$ cat src/rtl/an_decoder_pipe_pkg.sv
// Shared widths, syndrome-table generator and parameter checks for the AN-code decoder.
package an_dec_pkg;

  typedef struct packed {
    logic       hit;
    logic       neg;
    logic [7:0] shift;
  } syn_t;

  function automatic int unsigned res_w(input int unsigned a);
    return $clog2(a);
  endfunction

  // Signed width holding W - Delta without overflow
  function automatic int unsigned dlt_w(input int unsigned cw);
    return cw + 2;
  endfunction

  // Residue r -> single arithmetic error +/-2^i; lowest i (and + before -) wins
  function automatic syn_t an_syndrome(input int unsigned a, input int unsigned cw,
                                       input int unsigned r);
    syn_t        s;
    int unsigned p;
    s = '0;
    for (int unsigned i = 0; i < cw; i++) begin
      p = (32'd1 << i) % a;
      if (!s.hit && r == p) begin
        s.hit   = 1'b1;
        s.neg   = 1'b0;
        s.shift = 8'(i);
      end else if (!s.hit && r == a - p) begin
        s.hit   = 1'b1;
        s.neg   = 1'b1;
        s.shift = 8'(i);
      end
    end
    return s;
  endfunction

  function automatic int an_delta(input syn_t s);
    int m;
    m = 1 << s.shift;
    if (!s.hit) return 0;
    return s.neg ? -m : m;
  endfunction

  function automatic bit params_ok(input int unsigned a, input int unsigned cw,
                                   input int unsigned d);
    return (a % 2 == 1) && (a >= 3) && (a * ((32'd1 << d) - 1) < (32'd1 << cw));
  endfunction

endpackage

$ cat src/rtl/an_decoder_pipe_if.sv
// Valid/ready stream bundle between the AN datapath, the decoder and its consumer.
interface an_decoder_pipe_if #(
  parameter int unsigned CW_W = 6,
  parameter int unsigned D_W  = 2
);
  logic            in_valid;
  logic            in_ready;
  logic [CW_W-1:0] in_w;
  logic            out_valid;
  logic            out_ready;
  logic [D_W-1:0]  out_n;
  logic            out_corr;
  logic            out_fail;

  modport master (output in_valid, in_w, out_ready,
                  input  in_ready, out_valid, out_n, out_corr, out_fail);
  modport slave  (input  in_valid, in_w, out_ready,
                  output in_ready, out_valid, out_n, out_corr, out_fail);
endinterface

$ cat src/rtl/an_syndrome_rom.sv
// Combinational residue -> {hit, Delta} table, built at elaboration from an_syndrome().
module an_syndrome_rom
  import an_dec_pkg::*;
#(
  parameter int unsigned A    = 13,
  parameter int unsigned CW_W = 6
) (
  input  logic [res_w(A)-1:0]              res,
  output logic                             hit_c,
  output logic signed [dlt_w(CW_W)-1:0]    delta_c
);
  localparam int unsigned RES_W = res_w(A);
  localparam int unsigned DLT_W = dlt_w(CW_W);
  localparam int unsigned DEPTH = 2 ** RES_W;

  logic                    hit_tab [DEPTH];
  logic signed [DLT_W-1:0] dlt_tab [DEPTH];

  // Residue 0 is a clean codeword; residues >= A never occur and read as misses
  for (genvar g = 0; g < DEPTH; g++) begin : g_tab
    localparam syn_t S = an_syndrome(A, CW_W, g);
    assign hit_tab[g] = (g == 0) || S.hit;
    assign dlt_tab[g] = DLT_W'(an_delta(S));
  end

  assign hit_c   = hit_tab[res];
  assign delta_c = dlt_tab[res];
endmodule

$ cat src/rtl/an_decoder_pipe.sv
// Three-stage single-AWE AN-code decoder (residue / correct / divide) with stream backpressure.
// Optional saturating correction/failure counters under `AN_DEC_STATS_EN.
module an_decoder_pipe
  import an_dec_pkg::*;
#(
  parameter int unsigned A    = 13,
  parameter int unsigned CW_W = 6,
  parameter int unsigned D_W  = 2
) (
  input  logic              clk,
  input  logic              rst,
  an_decoder_pipe_if.slave  bus
`ifdef AN_DEC_STATS_EN
  ,
  output logic [15:0]       cnt_corr,
  output logic [15:0]       cnt_fail
`endif
);
  localparam int unsigned RES_W = res_w(A);
  localparam int unsigned DLT_W = dlt_w(CW_W);
  localparam logic signed [DLT_W-1:0] C_MAX = DLT_W'(A * ((2 ** D_W) - 1));

  if (!params_ok(A, CW_W, D_W)) begin : g_param_err
    $error("an_decoder_pipe: A must be odd >= 3 and A*(2^D_W-1) < 2^CW_W");
  end

  logic adv_c;
  assign adv_c        = !bus.out_valid || bus.out_ready;
  assign bus.in_ready = adv_c;

  // S1: capture word and its residue
  logic             v1;
  logic [CW_W-1:0]  w1;
  logic [RES_W-1:0] r1;

  always_ff @(posedge clk or posedge rst) begin
    if (rst) begin
      v1 <= 1'b0;
      w1 <= '0;
      r1 <= '0;
    end else if (adv_c) begin
      v1 <= bus.in_valid;
      w1 <= bus.in_w;
      r1 <= RES_W'(bus.in_w % A);
    end
  end

  // S2: syndrome lookup, correction and range check
  logic                    hit_c;
  logic signed [DLT_W-1:0] delta_c;
  logic signed [DLT_W-1:0] c_c;
  logic                    fail_c;
  logic                    corr_c;

  an_syndrome_rom #(.A(A), .CW_W(CW_W)) u_rom (
    .res     (r1),
    .hit_c   (hit_c),
    .delta_c (delta_c)
  );

  assign c_c    = $signed({2'b00, w1}) - delta_c;
  assign fail_c = !hit_c || c_c[DLT_W-1] || (c_c > C_MAX);
  assign corr_c = (delta_c != '0) && !fail_c;

  logic            v2;
  logic [CW_W-1:0] c2;
  logic            corr2;
  logic            fail2;

  always_ff @(posedge clk or posedge rst) begin
    if (rst) begin
      v2    <= 1'b0;
      c2    <= '0;
      corr2 <= 1'b0;
      fail2 <= 1'b0;
    end else if (adv_c) begin
      v2    <= v1;
      c2    <= c_c[CW_W-1:0];
      corr2 <= corr_c;
      fail2 <= fail_c;
    end
  end

  // S3: exact division by the constant multiplier
  always_ff @(posedge clk or posedge rst) begin
    if (rst) begin
      bus.out_valid <= 1'b0;
      bus.out_n     <= '0;
      bus.out_corr  <= 1'b0;
      bus.out_fail  <= 1'b0;
    end else if (adv_c) begin
      bus.out_valid <= v2;
      bus.out_n     <= fail2 ? '0 : D_W'(c2 / A);
      bus.out_corr  <= corr2;
      bus.out_fail  <= fail2;
    end
  end

`ifdef AN_DEC_STATS_EN
  logic retire_c;
  assign retire_c = bus.out_valid && bus.out_ready;

  always_ff @(posedge clk or posedge rst) begin
    if (rst) begin
      cnt_corr <= '0;
      cnt_fail <= '0;
    end else if (retire_c) begin
      if (bus.out_corr && cnt_corr != 16'hFFFF) cnt_corr <= cnt_corr + 16'd1;
      if (bus.out_fail && cnt_fail != 16'hFFFF) cnt_fail <= cnt_fail + 16'd1;
    end
  end
`endif

endmodule

$ cat src/flat_wrapper.sv
// flat-port wrapper written by rule: the top's interface ports become plain ports
module an_decoder_pipe_flat import an_dec_pkg::*;
#(
  parameter int unsigned A    = 13,
  parameter int unsigned CW_W = 6,
  parameter int unsigned D_W  = 2
)
  (clk, rst, bus_in_valid, bus_in_w, bus_out_ready, bus_in_ready, bus_out_valid, bus_out_n, bus_out_corr, bus_out_fail);
  an_decoder_pipe_if #(.CW_W(CW_W), .D_W(D_W)) bus_i ();
  input  logic clk;
  input  logic rst;
  input wire logic [$bits(bus_i.in_valid)-1:0] bus_in_valid;
  input wire logic [$bits(bus_i.in_w)-1:0] bus_in_w;
  input wire logic [$bits(bus_i.out_ready)-1:0] bus_out_ready;
  output wire logic [$bits(bus_i.in_ready)-1:0] bus_in_ready;
  output wire logic [$bits(bus_i.out_valid)-1:0] bus_out_valid;
  output wire logic [$bits(bus_i.out_n)-1:0] bus_out_n;
  output wire logic [$bits(bus_i.out_corr)-1:0] bus_out_corr;
  output wire logic [$bits(bus_i.out_fail)-1:0] bus_out_fail;
  assign bus_i.in_valid = bus_in_valid;
  assign bus_i.in_w = bus_in_w;
  assign bus_i.out_ready = bus_out_ready;
  assign bus_in_ready = bus_i.in_ready;
  assign bus_out_valid = bus_i.out_valid;
  assign bus_out_n = bus_i.out_n;
  assign bus_out_corr = bus_i.out_corr;
  assign bus_out_fail = bus_i.out_fail;
  an_decoder_pipe #(.A(A), .CW_W(CW_W), .D_W(D_W)) u_core (.clk(clk), .rst(rst), .bus(bus_i));
endmodule
$ cat config.mk
export PLATFORM = sky130hd
export DESIGN_NAME = an_decoder_pipe_flat
export DESIGN_NICKNAME = d
export VERILOG_FILES = /design/src/rtl/an_decoder_pipe_pkg.sv /design/src/rtl/an_decoder_pipe_if.sv /design/src/rtl/an_syndrome_rom.sv /design/src/rtl/an_decoder_pipe.sv /design/src/flat_wrapper.sv
export SDC_FILE = /design/constraint.sdc
export NUM_CORES = 1
export LEC_CHECK = 0
export CORE_MARGIN = 5
export CORE_UTILIZATION = 30
export CTS_BUF_LIST = sky130_fd_sc_hd__clkbuf_16
export CTS_CLUSTER_SIZE = 25
export DETAILED_ROUTE_END_ITERATION = 6
export GPL_TIMING_DRIVEN = 0
export PLACE_DENSITY = 0.44
export SLEW_MARGIN = 20
export SYNTH_ARGS = -nofsm -noshare
export SYNTH_HDL_FRONTEND = slang
export SYNTH_SLANG_ARGS = --single-unit
$ cat constraint.sdc
create_clock -name clk -period 3.55 [get_ports clk]
set_input_delay 0.71 -clock clk [delete_from_list [all_inputs] [get_ports clk]]
set_output_delay 0.71 -clock clk [all_outputs]
set_load 0.01 [all_outputs]
* Word-level counts from Yosys, hierarchy flattened
Memories as Yosys holds them, arrays and structs flattened.
Cells that the tools add are included.
** Word-level totals
- Bits in read-only memories :: 144
- Input port bits :: 10
- Memories :: 2
- Output and inout bits :: 6
- Word-level logic and storage cells :: 32
- Latch bits :: 0
- Register bits :: 25
- Bits in writable memories :: 0
** Memories
- (no name shown) :: words 16, bits a word 8, rd ports 1, clocked after Yosys merged registers in 0, write ports 0, RTL line an_syndrome_rom.sv:27 : assign delta_c = dlt_tab[res];
- (no name shown) :: words 16, bits a word 1, rd ports 1, clocked after Yosys merged registers in 0, write ports 0, RTL line an_syndrome_rom.sv:26 : assign hit_c = hit_tab[res];
** Cells by class
- Reductions and logical operators :: 8
- Divide/modulo/power cells :: 2
- Order comparisons :: 2
- Add/sub/neg operators :: 1
- $mul :: 0
- Multiplexer cells :: 5
- Bitwise operators :: 1
- Shift operators :: 0
- Equal/unequal tests :: 0
** Operators by type and width (number)
- 6-bit by 4-bit divider with 32-bit output, second input constant :: 1
- 6-bit by 4-bit modulo with 32-bit output, second input constant :: 1
- 8-bit two-way mux :: 2
- 8-bit by 7-bit > comparator with 1-bit output, second input constant :: 1
- 8-bit nonzero test :: 1
- 7-bit by 8-bit subtractor with 8-bit output :: 1
- 5-bit greater-or-equal comparator, second input constant :: 1
- 4-bit NOT with 5-bit output :: 1
- 1-bit zero test :: 3
- 1-bit logical OR :: 3
- 1-bit two-way mux :: 2
- 2-bit two-way mux :: 1
- 1-bit logical AND :: 1

* Logic depth before layout (Yosys ltp)
Gate-level depths: netlist of the first run.
- Depth after elaboration :: 9
- Mapped depth :: 14
- Gate-level depth less buffers :: 13

* Modules after synthesis
From an unflattened synthesis of the first run, not the netlist that was laid out.
** Unflattened totals
- Cells, all modules :: 279
- Area, all modules :: 2280.9 µm²
** By module, submodules not included
- an_decoder_pipe :: sequential area each 625.6 µm², area an instance 2049.5 µm², times used 1, cells an instance 249
- an_syndrome_rom :: sequential area each 0.0 µm², area an instance 231.5 µm², times used 1, cells an instance 30

* Least setup slack after synthesis of the first run
Ideal clock, no wire load.
- Path type :: input port to flip-flop
- Start point :: in bus_in_w[2]
- End point :: reg u_core.r1[1]
- Data required time :: 3.464 ns
- Cell stages on the path :: 13
- Setup time :: 0.086 ns
- Setup slack :: 0.591 ns
- Buffers on the path :: 1
- Arrival time :: 2.873 ns
- Path through :: buf_6 and4b_2 a21oi_1 ha_1 nor2_1 o21a_1 a211oi_2 inv_1 ha_1 a32oi_1 o211ai_1 and4_1 nor3_1
** On the way
- Word-level cells in the longest chain between the ends :: 1
** Ends and longest elaborated chain
- start: declaration :: RTL line flat_wrapper.sv:13 : input wire logic [$bits(bus_i.in_w)-1:0] bus_in_w;
- 6-bit by 4-bit modulo with 32-bit output :: RTL line an_decoder_pipe.sv:44 : r1 <= RES_W'(bus.in_w % A);
- end signal: assignment :: RTL line an_decoder_pipe.sv:44
- end: declaration :: RTL line an_decoder_pipe.sv:34 : logic [RES_W-1:0] r1;
No other way between the ends.
A chain may end at the register's enable or synchronous reset.

* Worst setup path after layout of the first run
- Start point :: in bus_in_w[5]
- End point :: reg u_core.r1[1]
Same word-level chain as after synthesis.

==> results of run 1 <==
==> cells in the mapped netlist (2+ instances only) <==
library cell	n
mux2i_1	2
clkbuf_8	2
o211ai_1	3
nor2_1	25
nand3_1	5
nor3_1	4
o21ai_0	20
nor2b_1	3
xnor2_1	3
inv_1	18
nand2b_1	6
nor3b_1	2
buf_6	2
ha_1	16
a32o_1	3
and2_1	2
o22ai_1	3
a21oi_1	13
a211oi_1	9
nand2_1	34
xor2_1	3
buf_2	2
o21a_1	7
clkbuf_1	5
a31oi_1	5
a21o_1	5
dfrtp_1	25
==> worst min-delay path: stages, from the launching register on <==
cell     delay, ns
dfrtp_1       0.34
nand2_1       0.05
nand2_1       0.05
==> timing repair <==
action                     in CTS  in global routing
setup endpoints to repair       1                  2
gates resized for setup         1                  3
pin swaps                       0                  1
buffers inserted                0                  0
==> metal layers <==
metal  up-vias  track usage  share of wire
li1        949            -              -
met5         -            0              0
met1       820        0.145           0.46
met2        15        0.219           0.51
met4         0       0.0403          0.019
met3         7       0.0129          0.013
==> layout make-up <==
| type | count | share of cell area |
|---|---|---|
| tap | 80 | 0.0414 |
| sequential | 25 | 0.259 |
| buffer | 11 | 0.0326 |
| clock inverter | 1 | 0.00311 |
| clock buffer | 3 | 0.0311 |
| inverter | 19 | 0.0295 |
| timing repair buffer | 14 | 0.0600 |
| multi-input combinational | 201 | 0.543 |
==> metrics by stage <==
step	instances	hold slack, ns	cell area [sq um]	setup WS, ns	power (mW)
2_1_floorplan	256	0.430	2080	0.591	1.37
4_1_cts	354	0.473	2400	0.117	1.95
5_1_grt	354	0.503	2420	0.0150	2.13
6_report	354	0.474	2420	0.204	1.91
3_3_place_gp	350	0.455	2320	-0.281	1.67
3_5_place_dp	350	0.456	2320	-0.280	1.67
==> cell families after synthesis <==
family | count (synthesis)
xor gates and xnor gates | 6
buffers and inverters | 30
DFF | 25
muxes | 3
and+or+nand+nor | 93
AOI/OAI and AO/OA | 82
adders and majority gates | 17
==> worst min-delay path by stage <==
stage                              from                  end  slack, ns  cells past startpoint
CTS                           u_core.v2            u_core.v2       0.47                      2
finish                        u_core.v1            u_core.v1       0.47                      2
global placement              u_core.v1            u_core.v1       0.45                      2
floorplan                     u_core.v2            u_core.v2       0.43                      2
detailed placement            u_core.v2            u_core.v2       0.46                      2
global route        u_core.bus.out_n[1]  u_core.bus.out_n[1]       0.50                      1
==> power by group <==
group	switching, mW	total [mW]	internal [mW]
sequential	0.0837	0.478	0.394
clock	0.103	0.256	0.153
combinational	0.655	1.17	0.518
total	0.842	1.91	1.07
==> registers in the layout, summed over array words and instances (netlist names) <==
register and flops:
u_core.fail2 1, u_core.bus.out_corr 1, u_core.bus.out_fail 1, u_core.c2 6
u_core.bus.out_n 2, u_core.bus.out_valid 1, u_core.r1 4, u_core.w1 6
u_core.corr2 1, u_core.v1 1, u_core.v2 1
==> summary.txt, run 1 <==
Drt
  – Initial drt markers: 65
  – Drt via density: 5.06
  – Drt wl/cell: 13.7 um
  – Iteration count of the initial detailed-routing pass: 4
  – Post-Route WL: 4.86 mm
  – DR DRC count: 0
  – Vias post-DR: 1791
  – Antenna Nets Post-Route: 0

Synthesis
  – Seq cells post-synth: 25
  – Ys async rst share: 1.00
  – XOR/XNOR share of the synthesized area: 0.0253
  – Fraction of the mapped netlist area in simple logic gates: 0.214
  – Area leader, netlist: dfrtp_1
  – Mapped Area: 2080 sq um
  – Synth Area in Compound Gates: 0.266
  – Post-synth EDFFs: 0
  – Syn Nets: 283
  – Syn Inst Count: 256
  – Adder-cell share of the synthesized area: 0.106
  – Mean area per synthesized cell: 8.12 sq um
  – Sequential area share after synthesis: 0.301
  – Largest family of logic cells by synthesized area: compound AO/OA/AOI/OAI gates
  – Syn. warnings: 0
  – Post-synthesis mux area share: 0.0151
  – Top post-synthesis cells by area: dfrtp_1 30%, ha_1 9.6%, nand2_1 6.1%
  – Ys flop type: dfrtp_1
  – Netlist cell types: 56
  – Post-synth top area share: 0.301

Timing
  – F_max: 0.299 GHz
  – Unrepaired setup endpoints after global routing: no
  – Fin crit share: 0.943
  – Final setup fails: 0
  – Clk_skew: 0.00371 ns
  – Post-route setup TNS: 0 ns
  – Slew HR: 0.648
  – Final slew viol count: 0
  – Hold Violations, Final: 0
  – Min cycle time layout: 3.35 ns
  – Worst slew pin tran: 0.521 ns

Power and ir drop
  – Power per unit of standard cell area: 789 nW/um^2
  – Leakage power: 1.08 nW
  – Worst IR Drop VDD: 0.186 mV

Finish
  – Share of cells above drive strength 1: 0.0693
  – Post-layout util: 0.358
  – Synthesis-to-layout area growth: 16.3%
  – Commonest non-fill, non-tap cell in the layout: nand2_1
  – Footprint of the multi-input gates: 1310 sq um
  – Antenna Diode Count: 0
  – Most frequent cells in the layout: 34 x nand2_1, 25 x nor2_1, 25 x dfrtp_1, 20 x o21ai_0, 17 x inv_1
  – Final nets: 302
  – Fillers: 730
  – Register area: 626 sq um

Place
  – GPL Wtd Cong: 0.796
  – IO Port Bufs: 14
  – Hpwl dp: 3.74 mm

Critical path
  – Cell count of the worst reg-to-reg path: 13
  – Slowest cell on crit path: clkdlybuf4s50_1
  – Worst Setup EP: u_core.r1[1]
  – R2R Path End: u_core.corr2
  – CP startpoint: bus_in_w[5]
  – R2r startpoint: u_core.r1[2]
  – Critical-path maximum fanout: 6
  – CP top delay family: compound AO/OA/AOI/OAI gates
  – CP Capture Type: flop
  – Worst path buffer plus inverter count: 2
  – Reg2reg setup slack: 0.48 ns
  – Crit Path Category: in -> reg
  – Data arrival time of the worst path: 3.53 ns
  – CP dominant cell by count: ha_1
  – Instance count on the critical path: 13
  – Setup crit start kind: input port
  – Crit-path cells: clkdlybuf4s50_1, and4b_2, a21oi_4, ha_1, nor2_1, o21a_1, a211oi_2, inv_1, ha_1, a32oi_1, o211ai_1, and4_1, nor3_1
  – Req. time, crit path: 3.73 ns
  – Slowest cell delay on critical path: 0.50 ns

Global route
  – Grt ovf: 0
  – Initial antenna violation count: 0
  – GR Util All Layers: 0.120
  – First-pass GRT wire length: 8.42 mm
  – Vias in the first global route: 1797
  – Largest net degree at the start of global routing: 26

Die
  – Initial Util: 0.308
  – Die area: 8690 sq um
  – Row Count: 30
  – # IOs: 16
  – Die Span Y: 93.2 um
  – Core area: 6760 sq um
  – Die width: 93.2 um

CTS
  – Max clock buf depth: 2
  – H-tree levels: 1
  – Clock slew at reported path FFs: 0.07 ns
  – Root buf cell: clkbuf_16
  – Clk_lat worst skew: 0.26 ns
  – Total CTS buffers: 3
  – CTS tree: yes
  – Hold_buf cts: 0
  – Clock sink count: 25

Flow run
  – Max_cap viols: 0

Worst hold path
  – Worst hold path class: reg -> reg

Outcome
  – Status: finished clean
No activity file was read; power rests on OpenSTA's default activity.
==> run 2: changes to the inputs <==
--- a/config.mk
+++ b/config.mk
@@ -12,6 +12,7 @@
 export DETAILED_ROUTE_END_ITERATION = 6
 export GPL_TIMING_DRIVEN = 0
 export PLACE_DENSITY = 0.44
+export REMOVE_ABC_BUFFERS = 1
 export SLEW_MARGIN = 20
 export SYNTH_ARGS = -nofsm -noshare
 export SYNTH_HDL_FRONTEND = slang
==> run 2 against run 1 <==
  * Clock skew increased by 0.0031 ns
  * Clock power increased by 5%
  * Setup slack improved by 0.044 ns
  * Largest power group unchanged
  * Critical path depth unchanged
  * Maximum frequency increased by 1.3%
  * Register-to-register slack improved by 0.16 ns
  * Die area unchanged
  * Sequential cell count unchanged
  * Sequential power increased by 11%
  * Non-clock buffer count decreased by 9
  * Power decreased by 2.0%
  * First-iteration DRC count increased by 42%
==> summary.txt, run 2 (synthesis results as in run 1) <==
Outcome
  – Status: finished clean

Critical path
  – Critical-path maximum fanout: 6 (unchanged)
  – Crit-path cells: clkdlybuf4s50_1, and4b_2, a21oi_4, ha_1, nor2_1, o21a_1, a211oi_2, inv_1, ha_1, a32oi_1, o211ai_1, and4_1, nor3_1
  – Crit Path Category: in -> reg
  – Data arrival time of the worst path: 3.49 ns (-0.04 ns)
  – Setup crit start kind: input port
  – CP top delay family: compound AO/OA/AOI/OAI gates
  – R2R Path End: u_core.corr2
  – Slowest cell on crit path: clkdlybuf4s50_1
  – Req. time, crit path: 3.74 ns (about the same)
  – Reg2reg setup slack: 0.64 ns (+0.16 ns)
  – CP dominant cell by count: ha_1
  – Cell count of the worst reg-to-reg path: 12 (-1)
  – R2r startpoint: u_core.r1[3]
  – Worst path buffer plus inverter count: 2 (unchanged)
  – Slowest cell delay on critical path: 0.50 ns (about the same)
  – CP Capture Type: flop
  – Instance count on the critical path: 13 (unchanged)

Place
  – Placed cell area: 2260 sq um (-2.4%)
  – Hpwl dp: 3.52 mm (-6.1%)
  – IO Port Bufs: 15 (+1)
  – GPL Wtd Cong: 0.726 (-8.7%)
  – Placed insts: 341 (-2.6%)

CTS
  – Root buf cell: clkbuf_16
  – Setup repair bufs after CTS: 0 (unchanged)
  – Clock sink count: 25 (unchanged)
  – Clock slew at reported path FFs: 0.07 ns (about the same)
  – CTS tree: yes
  – H-tree levels: 1 (unchanged)
  – Clk_lat worst skew: 0.27 ns (about the same)
  – Total CTS buffers: 3 (unchanged)
  – Max clock buf depth: 2 (unchanged)
  – Hold_buf cts: 0 (unchanged)

Die
  – Row Count: 30 (unchanged)
  – Core area: 6760 sq um (unchanged)
  – Initial Util: 0.308 (unchanged)
  – Die width: 93.2 um (unchanged)
  – # IOs: 16 (unchanged)
  – Die Span Y: 93.2 um (unchanged)
  – Die area: 8690 sq um (unchanged)

Timing
  – Fin crit share: 0.930 (-0.0124)
  – Final setup fails: 0 (unchanged)
  – F_max: 0.303 GHz (+1.3%)
  – Slew HR: 0.596 (-0.0520)
  – Hold Violations, Final: 0 (unchanged)
  – Final slew viol count: 0 (unchanged)
  – Clk_skew: 0.00684 ns (+0.00312 ns)
  – Hold slack: 0.458 ns (-0.0159 ns)
  – Unrepaired setup endpoints after global routing: no
  – Min cycle time layout: 3.30 ns (-0.0439 ns)
  – Worst slew pin tran: 0.603 ns (+0.0821 ns)

Worst hold path
  – Worst hold path class: reg -> reg
  – Hold Path Cell Cnt: 1 (-1)
  – Endpoint, Worst Hold: u_core.bus.out_valid
  – Hold path start: u_core.v2

Finish
  – Antenna Diode Count: 0 (unchanged)
  – Commonest non-fill, non-tap cell in the layout: nand2_1
  – Post-layout util: 0.350 (-0.00778)
  – Non-Filler Instances: 345 (-2.5%)
  – Synthesis-to-layout area growth: 13.8%
  – Most frequent cells in the layout: 34 x nand2_1, 25 x nor2_1, 25 x dfrtp_1, 20 x o21ai_0, 17 x inv_1
  – Top flop regs: u_core.c2 x6, u_core.w1 x6, u_core.r1 x4
  – Share of cells above drive strength 1: 0.0604 (-0.00897)
  – Design area: 2360 sq um (-2.2%)
  – Fillers: 729 (-0.14%)
  – Final nets: 293 (-3.0%)

Global route
  – Vias in the first global route: 1687 (-6.1%)
  – Largest net degree at the start of global routing: 28 (+7.7%)
  – Grt ovf: 0 (unchanged)
  – First-pass GRT wire length: 7.94 mm (-5.7%)
  – Initial antenna violation count: 0 (unchanged)
  – GR Util All Layers: 0.112 (-0.00738)

Drt
  – DR DRC count: 0 (unchanged)
  – Drt wl/cell: 13.2 um (-3.8%)
  – Post-Route WL: 4.56 mm (-6.3%)
  – Drt via density: 5.03 (-0.66%)
  – Antenna Nets Post-Route: 0 (unchanged)
  – Iteration count of the initial detailed-routing pass: 4 (unchanged)
  – Initial drt markers: 92 (+42%)
  – Vias post-DR: 1734 (-3.2%)

Power and ir drop
  – Leakage power: 1.06 nW (-2.0%)
  – Worst IR Drop VDD: 0.224 mV (+20%)
  – Power per unit of standard cell area: 791 nW/um^2 (+0.22%)

Flow run
  – Max_cap viols: 0 (unchanged)
## run 2: layout make-up
type,instances,area [sq um],area share
flip-flops and latches,25,626,0.265
repair buffers,16,165,0.0698
inverters,19,73.8,0.0312
multi-input cells,201,1320,0.557
clock buffers,3,75.1,0.0317
well taps,80,100,0.0423
clock inverters,1,8.76,0.00370
## run 2: what timing repair did
item / 4_1_cts / 5_1_grt
cloned: 0 / 0
endpoints found under the hold margin: 0 / 0
setup endpoints to repair: 3 / 2
gates resized for setup: 3 / 4
pin swaps: 0 / 0
## run 2: worst max path at each step
stage,from,to,slack [ns]
2_1_floorplan,bus_out_ready,u_core.corr2,0.54
3_3_place_gp,bus_out_ready,bus_in_ready,-1.45
3_5_place_dp,bus_in_w[2],u_core.r1[1],-0.43
4_1_cts,bus_in_w[4],u_core.r1[1],0.09
5_1_grt,bus_in_w[5],u_core.r1[1],0.001
6_report,bus_in_w[5],u_core.r1[1],0.25
## run 2: routing by layer
layer	up-vias	routed length, um	global-route usage	share of wire
li1	940	-	-	-
met1	781	2390	0.156	0.52
met2	9	2050	0.182	0.45
met3	4	64	0.0169	0.014
met4	0	54	0.0293	0.012
met5	-	0	0	0
## run 2: where the power goes
part	leakage (nW)	internal [mW]	switching, mW
clock network	0.0415	0.156	0.114
logic	0.720	0.492	0.580
registers	0.297	0.393	0.136
total	1.06	1.04	0.829
## run 2: metrics by stage
step | setup slack (ns) | total power [mW] | TNS, ns
5_1_grt | 0.00125 | 2.10 | 0
3_3_place_gp | -1.45 | 1.61 | -11.01
6_report | 0.248 | 1.87 | 0
3_5_place_dp | -0.432 | 1.62 | -1.14
2_1_floorplan | 0.540 | 1.33 | 0
4_1_cts | 0.0906 | 1.90 | 0
